`src/rtl/iomem_bus_ctrl.sv`:
```
// picosoc iomem bus sequencer: decodes addr[31:24] into a one-hot slave select,
// waits for the slave's ready (or times out) and returns a one-cycle iomem_ready.
module iomem_bus_ctrl #(
    parameter int unsigned NUM_SLAVES   = 4,
    parameter logic [7:0]  BASE_PAGE    = 8'h03,
    parameter int unsigned TIMEOUT      = 255,
    parameter logic [31:0] TIMEOUT_DATA = 32'hDEAD_BEEF
) (
    input  logic                       clk,
    input  logic                       resetn,
    input  logic                       iomem_valid,
    output logic                       iomem_ready,
    input  logic [3:0]                 iomem_wstrb,
    input  logic [31:0]                iomem_addr,
    input  logic [31:0]                iomem_wdata,
    output logic [31:0]                iomem_rdata,
    output logic [NUM_SLAVES-1:0]      s_sel,
    output logic [3:0]                 s_wstrb,
    output logic [23:0]                s_addr,
    output logic [31:0]                s_wdata,
    input  logic [32*NUM_SLAVES-1:0]   s_rdata,
    input  logic [NUM_SLAVES-1:0]      s_ready,
    input  logic                       err_clr,
    output logic                       err_flag,
    output logic [31:0]                err_addr
);

    localparam int unsigned IdxW   = (NUM_SLAVES > 1) ? $clog2(NUM_SLAVES) : 1;
    localparam int unsigned TimerW = $clog2(TIMEOUT + 1);

    typedef enum logic [1:0] {StIdle, StAccess, StResp} state_e;

    state_e                  state_q, state_d;
    logic [IdxW-1:0]         idx_q, idx_d;
    logic [31:0]             addr_q, addr_d;
    logic [3:0]              wstrb_q, wstrb_d;
    logic [31:0]             wdata_q, wdata_d;
    logic [NUM_SLAVES-1:0]   sel_q, sel_d;
    logic [TimerW-1:0]       timer_q, timer_d;
    logic [31:0]             rdata_q, rdata_d;
    logic                    err_flag_q, err_flag_d;
    logic [31:0]             err_addr_q, err_addr_d;

    logic [8:0]              page, page_lo, page_hi;
    logic [7:0]              page_off;
    logic                    hit;
    logic                    sel_ready;
    logic [31:0]             sel_rdata;
    logic                    timed_out;

    // 9-bit compare so a window near 8'hFF does not wrap
    assign page     = {1'b0, iomem_addr[31:24]};
    assign page_lo  = {1'b0, BASE_PAGE};
    assign page_hi  = page_lo + 9'(NUM_SLAVES);
    assign hit      = iomem_valid && (page >= page_lo) && (page < page_hi);
    assign page_off = iomem_addr[31:24] - BASE_PAGE;
    assign timed_out = (timer_q == TimerW'(TIMEOUT - 1));

    always_comb begin
        sel_ready = 1'b0;
        sel_rdata = '0;
        for (int i = 0; i < int'(NUM_SLAVES); i++) begin
            if (idx_q == IdxW'(i)) begin
                sel_ready = s_ready[i];
                sel_rdata = s_rdata[32*i +: 32];
            end
        end
    end

    always_comb begin
        state_d    = state_q;
        idx_d      = idx_q;
        addr_d     = addr_q;
        wstrb_d    = wstrb_q;
        wdata_d    = wdata_q;
        sel_d      = sel_q;
        timer_d    = timer_q;
        rdata_d    = rdata_q;
        err_flag_d = err_clr ? 1'b0 : err_flag_q;
        err_addr_d = err_addr_q;

        unique case (state_q)
            StIdle: begin
                if (hit) begin
                    idx_d   = page_off[IdxW-1:0];
                    addr_d  = iomem_addr;
                    wstrb_d = iomem_wstrb;
                    wdata_d = iomem_wdata;
                    for (int i = 0; i < int'(NUM_SLAVES); i++) begin
                        sel_d[i] = (page_off == 8'(i));
                    end
                    timer_d = '0;
                    state_d = StAccess;
                end
            end
            StAccess: begin
                timer_d = timer_q + 1'b1;
                if (sel_ready) begin
                    rdata_d = sel_rdata;
                    sel_d   = '0;
                    state_d = StResp;
                end else if (timed_out) begin
                    rdata_d    = TIMEOUT_DATA;
                    err_flag_d = 1'b1;
                    err_addr_d = addr_q;
                    sel_d      = '0;
                    state_d    = StResp;
                end
            end
            StResp: begin
                state_d = StIdle;
            end
            default: begin
                state_d = StIdle;
            end
        endcase
    end

    always_ff @(posedge clk) begin
        if (!resetn) begin
            state_q    <= StIdle;
            idx_q      <= '0;
            addr_q     <= '0;
            wstrb_q    <= '0;
            wdata_q    <= '0;
            sel_q      <= '0;
            timer_q    <= '0;
            rdata_q    <= '0;
            err_flag_q <= 1'b0;
            err_addr_q <= '0;
        end else begin
            state_q    <= state_d;
            idx_q      <= idx_d;
            addr_q     <= addr_d;
            wstrb_q    <= wstrb_d;
            wdata_q    <= wdata_d;
            sel_q      <= sel_d;
            timer_q    <= timer_d;
            rdata_q    <= rdata_d;
            err_flag_q <= err_flag_d;
            err_addr_q <= err_addr_d;
        end
    end

    assign iomem_ready = (state_q == StResp);
    assign iomem_rdata = rdata_q;
    assign s_sel       = sel_q;
    assign s_wstrb     = wstrb_q;
    assign s_addr      = addr_q[23:0];
    assign s_wdata     = wdata_q;
    assign err_flag    = err_flag_q;
    assign err_addr    = err_addr_q;

endmodule

```
`config.mk`:
```
export PLATFORM = sky130hd
export DESIGN_NAME = iomem_bus_ctrl
export DESIGN_NICKNAME = d
export VERILOG_FILES = /design/src/rtl/iomem_bus_ctrl.sv
export SDC_FILE = /design/constraint.sdc
export NUM_CORES = 1
export LEC_CHECK = 0
export BUFFER_PORTS_ARGS = -buffer_cell sky130_fd_sc_hd__clkbuf_2
export CORE_AREA = 2 2 130 132
export CTS_CLUSTER_DIAMETER = 200
export DETAILED_ROUTE_END_ITERATION = 8
export DIE_AREA = 0 0 132 134
export GPL_TIMING_DRIVEN = 0
export PLACE_DENSITY = 0.72
export SYNTH_ARGS = -nofsm -noshare
export SYNTH_HDL_FRONTEND = slang
export SYNTH_SLANG_ARGS = --single-unit
```
`constraint.sdc`:
```
create_clock -name clk -period 2.1 [get_ports clk]
set_input_delay 0.105 -clock clk [delete_from_list [all_inputs] [get_ports clk]]
set_output_delay 0.105 -clock clk [all_outputs]
set_load 0.01 [all_outputs]
```
# Word-level counts from Yosys, hierarchy flattened
# Index checks and enable logic that the tools add are counted.
# word_totals
reg_bits	149
in_bits	204
# classes
n_addsub	2
n_lt_le_gt_ge	2
eq_ne	11
muxes	24
n_bitwise	1
reduce_logical	13
# ops
op	count
2-to-1 mux 32 bit	6
equality test 8 x 2 -> 1 bit (second input constant)	2
one-hot mux 8 bit (2 select lines)	1
2-to-1 mux 4 bit	3
adder 8 x 1 -> 8 bit (second input constant)	1
equality test 8 x 1 -> 1 bit (second input constant)	1
equality test 8 bit (second input constant)	1
greater-or-equal comparator 8 x 2 -> 1 bit (second input constant)	1
zero test 8 bit	1
< comparator 8 x 3 -> 1 bit (second input constant)	1
2-to-1 mux 1 bit	8
2-to-1 mux 8 bit	1
one-hot mux 4 bit (2 select lines)	1
AND reduction 2 bit	4
subtractor 8 x 2 -> 8 bit (second input constant)	1
equality test 2 bit (second input constant)	3
2-to-1 mux 2 bit	3
AND reduction 3 bit	2
equality test 2 x 1 -> 1 bit (second input constant)	2
zero test 2 bit	2
one-hot mux 2 bit (2 select lines)	1
nonzero test 2 bit	2
!= test 3 bit (second input constant)	1
logical AND 1 bit	2
other kinds (2)	2

# Logic depth before layout (Yosys ltp)
# Gate-level depths: netlist of run 1.
# depth
ltp_word	7
depth_mapped	8

# Worst setup path after synthesis of run 1
# Ideal clock, no wire load.
# synth_timing
path_kind	register to register
from	reg idx_q[0]
to	reg err_addr_q[22], in the netlist err_addr[22]
setup_time_ns	0.116
t_arrival_ns	1.878
path_slack_ns	0.106
path_stages_with_launch	8
path_buffers	3
path_cell_list	dfxtp_1 -> buf_6 -> mux4_2 -> or4_1 -> buf_2 -> buf_6 -> nand2_1 -> a21boi_1
# synth_between
elab_chain_cells	7
# synth_lines
item	line_no	text
from (decl)	34	logic [IdxW-1:0] idx_q, idx_d;
from (signal assigned)	133	idx_q <= idx_d;
zero test 2 bit	63	if (idx_q == IdxW'(i)) begin
2-to-1 mux 1 bit (3 in series)	63	
2-to-1 mux 1 bit *	63	
inverter 1 bit (no line) *	--	
AND reduction 3 bit (no line) *	--	
to (signal assigned)	141	err_addr_q <= err_addr_d;
to (decl)	42	logic [31:0] err_addr_q, err_addr_d;
# Mark *: on every way between the ends. The rest lies on a longest branch, timed or not.
# A chain may end at the register's enable or synchronous reset.

# Worst setup path in the final report of run 1
# layout_timing
from	reg idx_q[0]
to	reg err_addr_q[27], in the netlist err_addr[27]
# Same word-level chain as after synthesis.

==> flow_metrics.py, run 1 <==
metrics = {
    "outcome": {
        "status": "completed",
    },
    "power_and_ir_drop": {
        "leakage_nw": 4.36,
        "p_total_mw": 6.42,
        "ir_drop_mv": 0.535,
        "powerDensity_mw_per_mm2": 643,
    },
    "cts": {
        "clock-sinks": 149,
        "clockRootBuffer": "clkbuf_16",
        "clockBufferDepth": 2,
        "cts_tree": "done",
        "clkTransAtPathRegs_ns": 0.06,
        "htreeDepth": 4,
        "clock_latency_ns": 0.42,
        "numCtsBuffers": 17,
    },
    "sta": {
        "fmax_mhz": 486,
        "worst_slack_ns": 0.0439,
        "drv_slew": 0,
        "hold_violations": 0,
        "relSlewSlack_pct": 56.2,
        "skew_ns": 0.00639,
        "setup_viol": 0,
        "worst_slew_pin_slew_ns": 0.652,
        "fin_crit_ns": 2.06,
        "fin_crit_sh_pct": 97.9,
        "rsz0062_at_grt": "true",
    },
    "routing": {
        "via_per_inst": 4.96,
        "wire_per_inst_um": 16.3,
        "routed-via-count": 6704,
        "wl_mm": 22.0,
        "ant_nets": 0,
        "drc": 0,
        "firstDrtPassIters": 5,
        "first_iter_violations": 242,
    },
    "setup_path": {
        "path_buf_inv": 1,
        "start_kind": "flip-flop",
        "worst-setup-path-type": "reg -> reg",
        "critPathMaxFanout": 6,
        "critPathCaptureType": "flip-flop",
        "path_cells": "mux4_2 > or4_4 > clkbuf_16 > nand2_1 > a21boi_1",
        "cp_data_required_time_ns": 2.41,
        "crit_family": "simple AND/OR/NAND/NOR gates",
        "crit_slowest_cell": "or4_4",
        "arrival_ns": 2.37,
        "max_stage_delay_ns": 0.66,
    },
    "placed_design": {
        "dpl_cell_area_sq_mm": 0.00862,
        "portBuffers": 332,
        "dp_slack_ns": -0.445,
        "hpwl_mm": 16.6,
        "gp_congestion": 0.863,
    },
    "yosys": {
        "yosysWarnings": 0,
        "synth_fp_nets": 913,
        "syn_avg_cell_area_sq_um": 9.51,
        "synth_seq_area_share_pct": 44.7,
        "ys_top_cells_by_area": "dfxtp_1 (45%), nand2_1 (12%), mux4_2 (11%)",
        "yosys.area.top_type_share_pct": 44.7,
        "async_reset_ff_share_pct": 0,
        "synth_cell_types": 45,
        "syn_area_sq_mm": 0.00668,
        "synth-edff-count": 0,
        "ys.flop_type": "dfxtp_1",
        "syn-instance-count": 702,
        "ys_ff_latch": 149,
        "yosysTopAreaCell": "dfxtp_1",
    },
    "finish": {
        "drive_gt1_share_pct": 43.6,
        "fin_area_sq_mm": 0.00999,
        "syn_to_final_growth_pct": 49.6,
        "diodes": 0,
        "layout.nets": 1330,
    },
    "global_routing": {
        "overflow": 0,
        "grt_use_total_pct": 24.4,
        "grt_pass1_vias": 6668,
        "grt_max_degree": 17,
        "grt_pass1_wl_mm": 33.9,
        "antenna_found_initial": 0,
    },
    "floorplanning": {
        "initial_utilization_pct": 41.0,
        "rows": 47,
        "die_w_um": 132,
        "die_h_um": 134,
        "ios": 334,
        "dieArea_sq_mm": 0.0177,
        "core_area_sq_mm": 0.0163,
    },
    "min_path": {
        "hold_path.class": "in -> reg",
    },
    "run": {
        "max_cap_viol_count": 0,
    },
}
[power breakdown]
group	internal, mW	switching, mW
Combinational	0.313	0.183
Clock	1.83	1.26
Sequential	2.83	0.00502
[registers in the layout, indices dropped and copies added, names as in the netlist]
| name | flops |
|---|---|
| s_wdata | 32 |
| timer_q | 8 |
| idx_q | 2 |
| iomem_rdata | 32 |
| addr_q | 32 |
| err_addr | 32 |
| s_wstrb | 4 |
| state_q | 2 |
| s_sel | 4 |
| err_flag | 1 |
[Yosys cell counts (2+ instances only)]
library cell  number
a21boi_1          29
nor2b_1            3
o31ai_1            5
a21oi_1            2
a31oi_1            2
and3_1             8
nand2_1          217
inv_1              5
or3_1              2
nor3_1             4
mux4_2            33
dfxtp_1          149
or4_1              5
xnor2_1            2
buf_4             24
buf_6              4
nor2_1             6
nand4_1            2
a21boi_0          77
buf_2             14
ha_1               7
clkbuf_1          38
and2_1             4
o21ai_0            2
nand3_1           13
o221a_2           24
nand2b_1           3
[worst paths after layout]
path                                              start                        end  slack, ns  cells past startpoint
worst max register to register    idx_q[0]$_SDFFE_PN0P_  err_addr[27]$_SDFFE_PN0P_       0.04                      5
worst min register to register  addr_q[28]$_SDFFE_PN0P_  err_addr[28]$_SDFFE_PN0P_       0.45                      2
worst max-delay path              idx_q[0]$_SDFFE_PN0P_  err_addr[27]$_SDFFE_PN0P_       0.04                      5
worst min-delay path                     iomem_addr[25]    addr_q[25]$_SDFFE_PN0P_       0.05                      3
[metal layers]
layer	up-vias	global-route usage, %	part of all wire [%]
met5	-	0	0
met4	0	10.2	3.0
met3	38	6.42	6.6
met2	268	44.4	50
met1	3131	27.1	40
li1	3267	-	-
[area by class of cell]
| class | count | area [sq um] |
|---|---|---|
| fill | 1437 | 6300 |
| multi-input combinational | 467 | 3290 |
| sequential | 149 | 2990 |
| timing repair buffer | 403 | 2360 |
| buffer | 76 | 458 |
| clock buffer | 19 | 453 |
| tap | 220 | 275 |
| clock inverter | 13 | 148 |
| inverter | 5 | 18.8 |
[timing repair]
action	in CTS	in global routing
hold buffers	61	0
gates cloned	0	1
endpoints found under the hold margin	61	0
resized for setup	14	32
pin swaps	2	6
setup buffers	3	6
endpoints found under the setup margin	118	103
[cells by family after synthesis]
| family | count (synthesis) | synth area share [%] |
|---|---|---|
| and+or+nand+nor | 273 | 17.3 |
| AOI/OAI and AO/OA | 150 | 18.2 |
| DFF | 149 | 44.7 |
| buffers and inverters | 86 | 6.89 |
| muxes | 34 | 11.3 |
| adders and majority gates | 7 | 1.31 |
| xor gates and xnor gates | 3 | 0.393 |
[cell usage in the layout (no fill, tap or decap), types with 2 or more instances in the layout]
| cell | instances |
|---|---|
| clkbuf_1 | 28 |
| nor2b_1 | 3 |
| a21boi_1 | 29 |
| or4_1 | 3 |
| and2_1 | 3 |
| nand2_1 | 212 |
| clkinvlp_4 | 3 |
| dfxtp_1 | 147 |
| clkbuf_8 | 2 |
| nand2b_1 | 3 |
| clkinv_4 | 3 |
| inv_1 | 5 |
| ha_1 | 7 |
| nand4_1 | 2 |
| o221a_2 | 24 |
| a21boi_0 | 77 |
| a31oi_1 | 2 |
| buf_4 | 38 |
| and3_1 | 8 |
| clkbuf_16 | 18 |
| clkbuf_2 | 338 |
| buf_6 | 3 |
| a21oi_1 | 2 |
| mux4_2 | 33 |
| buf_2 | 6 |
| nand2_2 | 4 |
| or4_4 | 2 |
| nor3_1 | 3 |
| o31ai_1 | 4 |
| inv_6 | 2 |
| clkinv_2 | 2 |
| xnor2_1 | 2 |
| dlygate4sd3_1 | 61 |
| nand3_1 | 13 |
| bufinv_16 | 2 |
| nor2_1 | 6 |
| o21ai_0 | 2 |
[worst min-delay path, delay by kind of cell]
kind	cells	cell delay (ns)
buffers and inverters	1	0.16
and+or+nand+nor	1	0.08
AOI/OAI and AO/OA	1	0.07
[through the flow]
step / instances / hold WS [ns] / utilization, % / TNS, ns
finish: 1352 / 0.0464 / 61.3 / 0
global route: 1352 / 0.0444 / 61.3 / -0.142
floorplan: 702 / 0.250 / - / 0
CTS: 1347 / 0.0304 / 60.7 / 0
detailed placement: 1254 / 0.347 / 52.9 / -27.56
global placement: 1254 / 0.340 / 52.9 / -24.13
(Power assumes the default switching activity.)
==> run 2: changes to the inputs <==
Settings changed: CORE_AREA 2 2 130 132 to default, CORE_ASPECT_RATIO from default to 1.1, CORE_UTILIZATION from default to 35, DIE_AREA 0 0 132 134 to default, PLACE_DENSITY 0.72 to 0.62.
==> flow_metrics.py, run 2 (synthesis gave the netlist of run 1 again) <==
metrics = {
    "sta": {
        "setup-tns-final_ns": -0.699,
        "hold_violations": 0,
        "rsz0062_at_grt": "true",
        "setup_viol": 28,
        "relSlewSlack_pct": 55.0,
        "worst_slew_pin_slew_ns": 0.675,
        "fin_crit_sh_pct": 102,
        "skew_ns": 0.0157,
        "fmax_mhz": 468,
        "fin_crit_ns": 2.14,
        "whs_ns": 0.0170,
        "drv_slew": 0,
        "worst_slack_ns": -0.0350,
    },
    "global_routing": {
        "antenna_found_initial": 2,
        "grt_max_degree": 17,
        "grt_pass1_vias": 6305,
        "overflow": 0,
        "grt_pass1_wl_mm": 33.0,
        "grt_use_total_pct": 21.8,
    },
    "outcome": {
        "status": "finished with violations",
        "violations": "setup timing",
    },
    "power_and_ir_drop": {
        "ir_drop_mv": 0.565,
        "seqPwrFrac_pct": 44.5,
        "p_switching_mw": 1.37,
        "power.internal_mw": 5.02,
        "power_frac_comb_pct": 7.9,
        "p_sw_share_pct": 21.4,
        "powerDensity_mw_per_mm2": 634,
        "clkPwrFrac_pct": 47.7,
        "leakage_nw": 4.37,
    },
    "routing": {
        "wl_mm": 21.5,
        "firstDrtPassIters": 4,
        "first_iter_violations": 257,
        "drc": 0,
        "via_per_inst": 4.75,
        "wire_per_inst_um": 15.6,
        "ant_nets": 0,
        "routed-via-count": 6530,
    },
    "run": {
        "max_cap_viol_count": 0,
    },
    "floorplanning": {
        "dieArea_sq_mm": 0.0196,
        "core_area_sq_mm": 0.0185,
        "initial_utilization_pct": 36.0,
        "ios": 334,
        "rows": 52,
        "die_h_um": 147,
        "die_w_um": 134,
    },
    "setup_path": {
        "worst-setup-path-type": "reg -> reg",
        "start_kind": "flip-flop",
        "critPathCaptureType": "flip-flop",
        "cp_data_required_time_ns": 2.41,
        "arrival_ns": 2.45,
        "critPathMaxFanout": 10,
    },
    "min_path": {
        "hold_path.class": "in -> reg",
    },
    "finish": {
        "final_common_cell": "clkbuf_2",
        "drive_gt1_share_pct": 44.0,
        "layout.nets": 1332,
        "final_cell_mix": "clkbuf_2 (338), nand2_1 (207), dfxtp_1 (147)",
        "finalNonFillerCells": 1376,
        "syn_to_final_growth_pct": 50.7,
        "final_core_util_pct": 54.3,
    },
    "cts": {
        "clock_latency_ns": 0.43,
        "clkTransAtPathRegs_ns": 0.06,
        "cts_tree": "done",
        "htreeDepth": 4,
        "clockBufferDepth": 2,
        "clock-sinks": 149,
        "clockRootBuffer": "clkbuf_16",
        "numCtsBuffers": 17,
    },
    "placed_design": {
        "dp_slack_ns": -0.385,
        "gp_congestion": 0.816,
        "place_inst": 1277,
        "hpwl_mm": 15.9,
        "portBuffers": 332,
    },
}
run 2: cell type report:
class | count | area [sq um]
flip-flops and latches | 149 | 2990
clock inverters | 7 | 96.3
repair buffers | 405 | 2390
inverters | 5 | 18.8
multi-input cells | 467 | 3320
clock buffers | 23 | 488
diodes | 1 | 2.50
fillers | 1739 | 8480
well taps | 243 | 304
plain buffers | 76 | 460
run 2: worst paths after layout:
| kind | from | to | slack (ns) | depth (start not counted) |
|---|---|---|---|---|
| max | idx_q[0]$_SDFFE_PN0P_ | err_addr[6]$_SDFFE_PN0P_ | -0.04 | 7 |
| min | iomem_addr[26] | addr_q[26]$_SDFFE_PN0P_ | 0.02 | 3 |
| max reg2reg | idx_q[0]$_SDFFE_PN0P_ | err_addr[6]$_SDFFE_PN0P_ | -0.04 | 7 |
| min reg2reg | err_addr[14]$_SDFFE_PN0P_ | err_addr[14]$_SDFFE_PN0P_ | 0.45 | 2 |
run 2: worst max-delay path: stages, from the launching register on:
cell and delay (ns):
dfxtp_2 0.32, buf_6 0.12, mux4_2 0.58, buf_6 0.15
or4_4 0.52, buf_6 0.19, nand2_1 0.07, a21boi_1 0.06
run 2: per-stage QoR:
| stage | cell area [sq um] | power, mW |
|---|---|---|
| finish | 10100 | 6.38 |
| global route | 10100 | 6.60 |
| CTS | 9900 | 6.45 |
| detailed placement | 8640 | 3.30 |
| global placement | 8640 | 3.30 |
| floorplan | 6680 | 3.05 |
run 2: timing repair:
item / 4_1_cts / 5_1_grt
setup endpoints to repair: 122 / 114
pin swaps: 1 / 19
setup buffers: 5 / 6
cloned: 0 / 1
hold buffers: 61 / 0
endpoints found under the hold margin: 61 / 0
resized for setup: 12 / 41
run 2: power groups by stage:
stage          clock [mW]  combinational, mW  sequential [mW]
2_1_floorplan           0              0.152             2.90
3_3_place_gp            0              0.397             2.90
3_5_place_dp            0              0.401             2.90
4_1_cts              3.11              0.499             2.84
5_1_grt              3.22              0.541             2.84
6_report             3.04              0.502             2.84
run 2: metal layers:
layer	track usage, %	vias up	share of wire (%)
met2	37.4	237	49
met1	26.3	2996	43
met5	0	-	0
li1	-	3262	-
met3	4.80	35	5.2
met4	9.09	0	2.6
==> run 3: changes to the inputs <==
Settings changed: CORE_UTILIZATION 35 to 40, PLACE_DENSITY 0.62 to 0.7.
==> flow_metrics.py, run 3 (synthesis gave the netlist of run 1 again) <==
metrics = {
    "setup_path": {
        "rrSetupSlack_ns": 0.09,
        "cp_data_required_time_ns": 2.46,
        "start_kind": "flip-flop",
        "critPathCaptureType": "flip-flop",
        "arrival_ns": 2.38,
        "critPathMaxFanout": 10,
        "worst-setup-path-type": "reg -> reg",
    },
    "placed_design": {
        "dp_slack_ns": -0.387,
        "hpwl_mm": 15.8,
        "gp_congestion": 0.827,
        "portBuffers": 332,
        "place_inst": 1238,
    },
    "routing": {
        "via_per_inst": 4.96,
        "routed-via-count": 6588,
        "wl_mm": 21.4,
        "first_iter_violations": 237,
        "firstDrtPassIters": 7,
        "wire_per_inst_um": 16.1,
        "ant_nets": 0,
        "drc": 38,
    },
    "finish": {
        "diodes": 0,
        "syn_to_final_growth_pct": 47.1,
        "drive_gt1_share_pct": 42.3,
        "finalNonFillerCells": 1328,
        "layout.nets": 1322,
        "final_cell_mix": "clkbuf_2 (335), nand2_1 (215), dfxtp_1 (148)",
        "final_common_cell": "clkbuf_2",
    },
    "cts": {
        "numCtsBuffers": 17,
        "clock_latency_ns": 0.42,
        "htreeDepth": 4,
        "clockBufferDepth": 2,
        "clock-sinks": 149,
        "clkTransAtPathRegs_ns": 0.06,
        "clockRootBuffer": "clkbuf_16",
        "cts_tree": "done",
    },
    "global_routing": {
        "grt_pass1_vias": 6466,
        "antenna_found_initial": 0,
        "overflow": 0,
        "grt_max_degree": 17,
        "grt_use_total_pct": 24.5,
        "grt_pass1_wl_mm": 32.5,
    },
    "sta": {
        "whs_ns": 0.0233,
        "fmax_mhz": 497,
        "setup-tns-final_ns": 0,
        "setup_viol": 0,
        "hold_violations": 0,
        "fin_crit_ns": 2.01,
        "worst_slack_ns": 0.0867,
        "drv_slew": 0,
        "worst_slew_pin_slew_ns": 0.657,
        "fin_crit_sh_pct": 95.9,
        "rsz0062_at_grt": "true",
        "skew_ns": 0.00880,
        "relSlewSlack_pct": 56.2,
    },
    "run": {
        "max_cap_viol_count": 0,
    },
    "power_and_ir_drop": {
        "powerDensity_mw_per_mm2": 638,
        "ir_drop_mv": 0.554,
        "leakage_nw": 4.27,
        "p_total_mw": 6.27,
    },
    "floorplanning": {
        "ios": 334,
        "dieArea_sq_mm": 0.0172,
        "core_area_sq_mm": 0.0164,
        "die_w_um": 125,
        "die_h_um": 138,
        "rows": 49,
        "initial_utilization_pct": 40.8,
    },
    "outcome": {
        "status": "finished with violations",
        "violations": "DRC",
    },
    "min_path": {
        "hold_path.class": "in -> reg",
    },
}
run 3: final cells by class:
cell class	count	area, sq um
plain buffers	76	438
multi-input cells	467	3270
inverters	5	18.8
repair buffers	395	2290
fillers	1496	6550
well taps	204	255
clock buffers	22	474
clock inverters	10	96.3
flip-flops and latches	149	2980
run 3: worst max-delay path, stage by stage, from the launching register on:
cell,delay (ns)
dfxtp_1,0.32
buf_6,0.13
mux4_2,0.61
nand2_2,0.19
clkbuf_1,0.44
o221a_2,0.28
run 3: layer usage:
layer	routed length [um]	up-vias	part of all wire [%]	GRT usage [%]
li1	-	3242	-	-
met1	8600	3064	40	26.9
met2	11100	240	52	45.9
met3	1200	42	5.6	6.06
met4	482	0	2.3	8.88
met5	0	-	0	0
run 3: repair_timing:
action | in CTS | in global routing
resized for setup | 8 | 18
buffers inserted | 2 | 0
pin swaps | 1 | 1
hold buffers | 61 | 0
hold endpoints to repair | 61 | 0
setup endpoints to repair | 122 | 105
run 3: per-stage QoR:
step | utilization (%) | cell area, sq um
6_report | 60.0 | 9820
5_1_grt | 60.0 | 9820
3_3_place_gp | 52.5 | 8600
2_1_floorplan | - | 6680
3_5_place_dp | 52.5 | 8600
4_1_cts | 59.9 | 9810
run 3: power by group:
group	total, mW	internal [mW]	leakage [nW]	switching [mW]
clock network	2.94	1.73	0.269	1.21
registers	2.84	2.83	1.20	0.00514
logic	0.492	0.311	2.80	0.181
run 3: worst paths after layout:
path              cells past startpoint                           end                    start
hold reg to reg                       2     err_addr[28]$_SDFFE_PN0P_  addr_q[28]$_SDFFE_PN0P_
setup reg to reg                      5  iomem_rdata[11]$_SDFFE_PN0P_    idx_q[0]$_SDFFE_PN0P_
hold / removal                        3       addr_q[26]$_SDFFE_PN0P_           iomem_addr[26]
setup / recovery                      5  iomem_rdata[11]$_SDFFE_PN0P_    idx_q[0]$_SDFFE_PN0P_
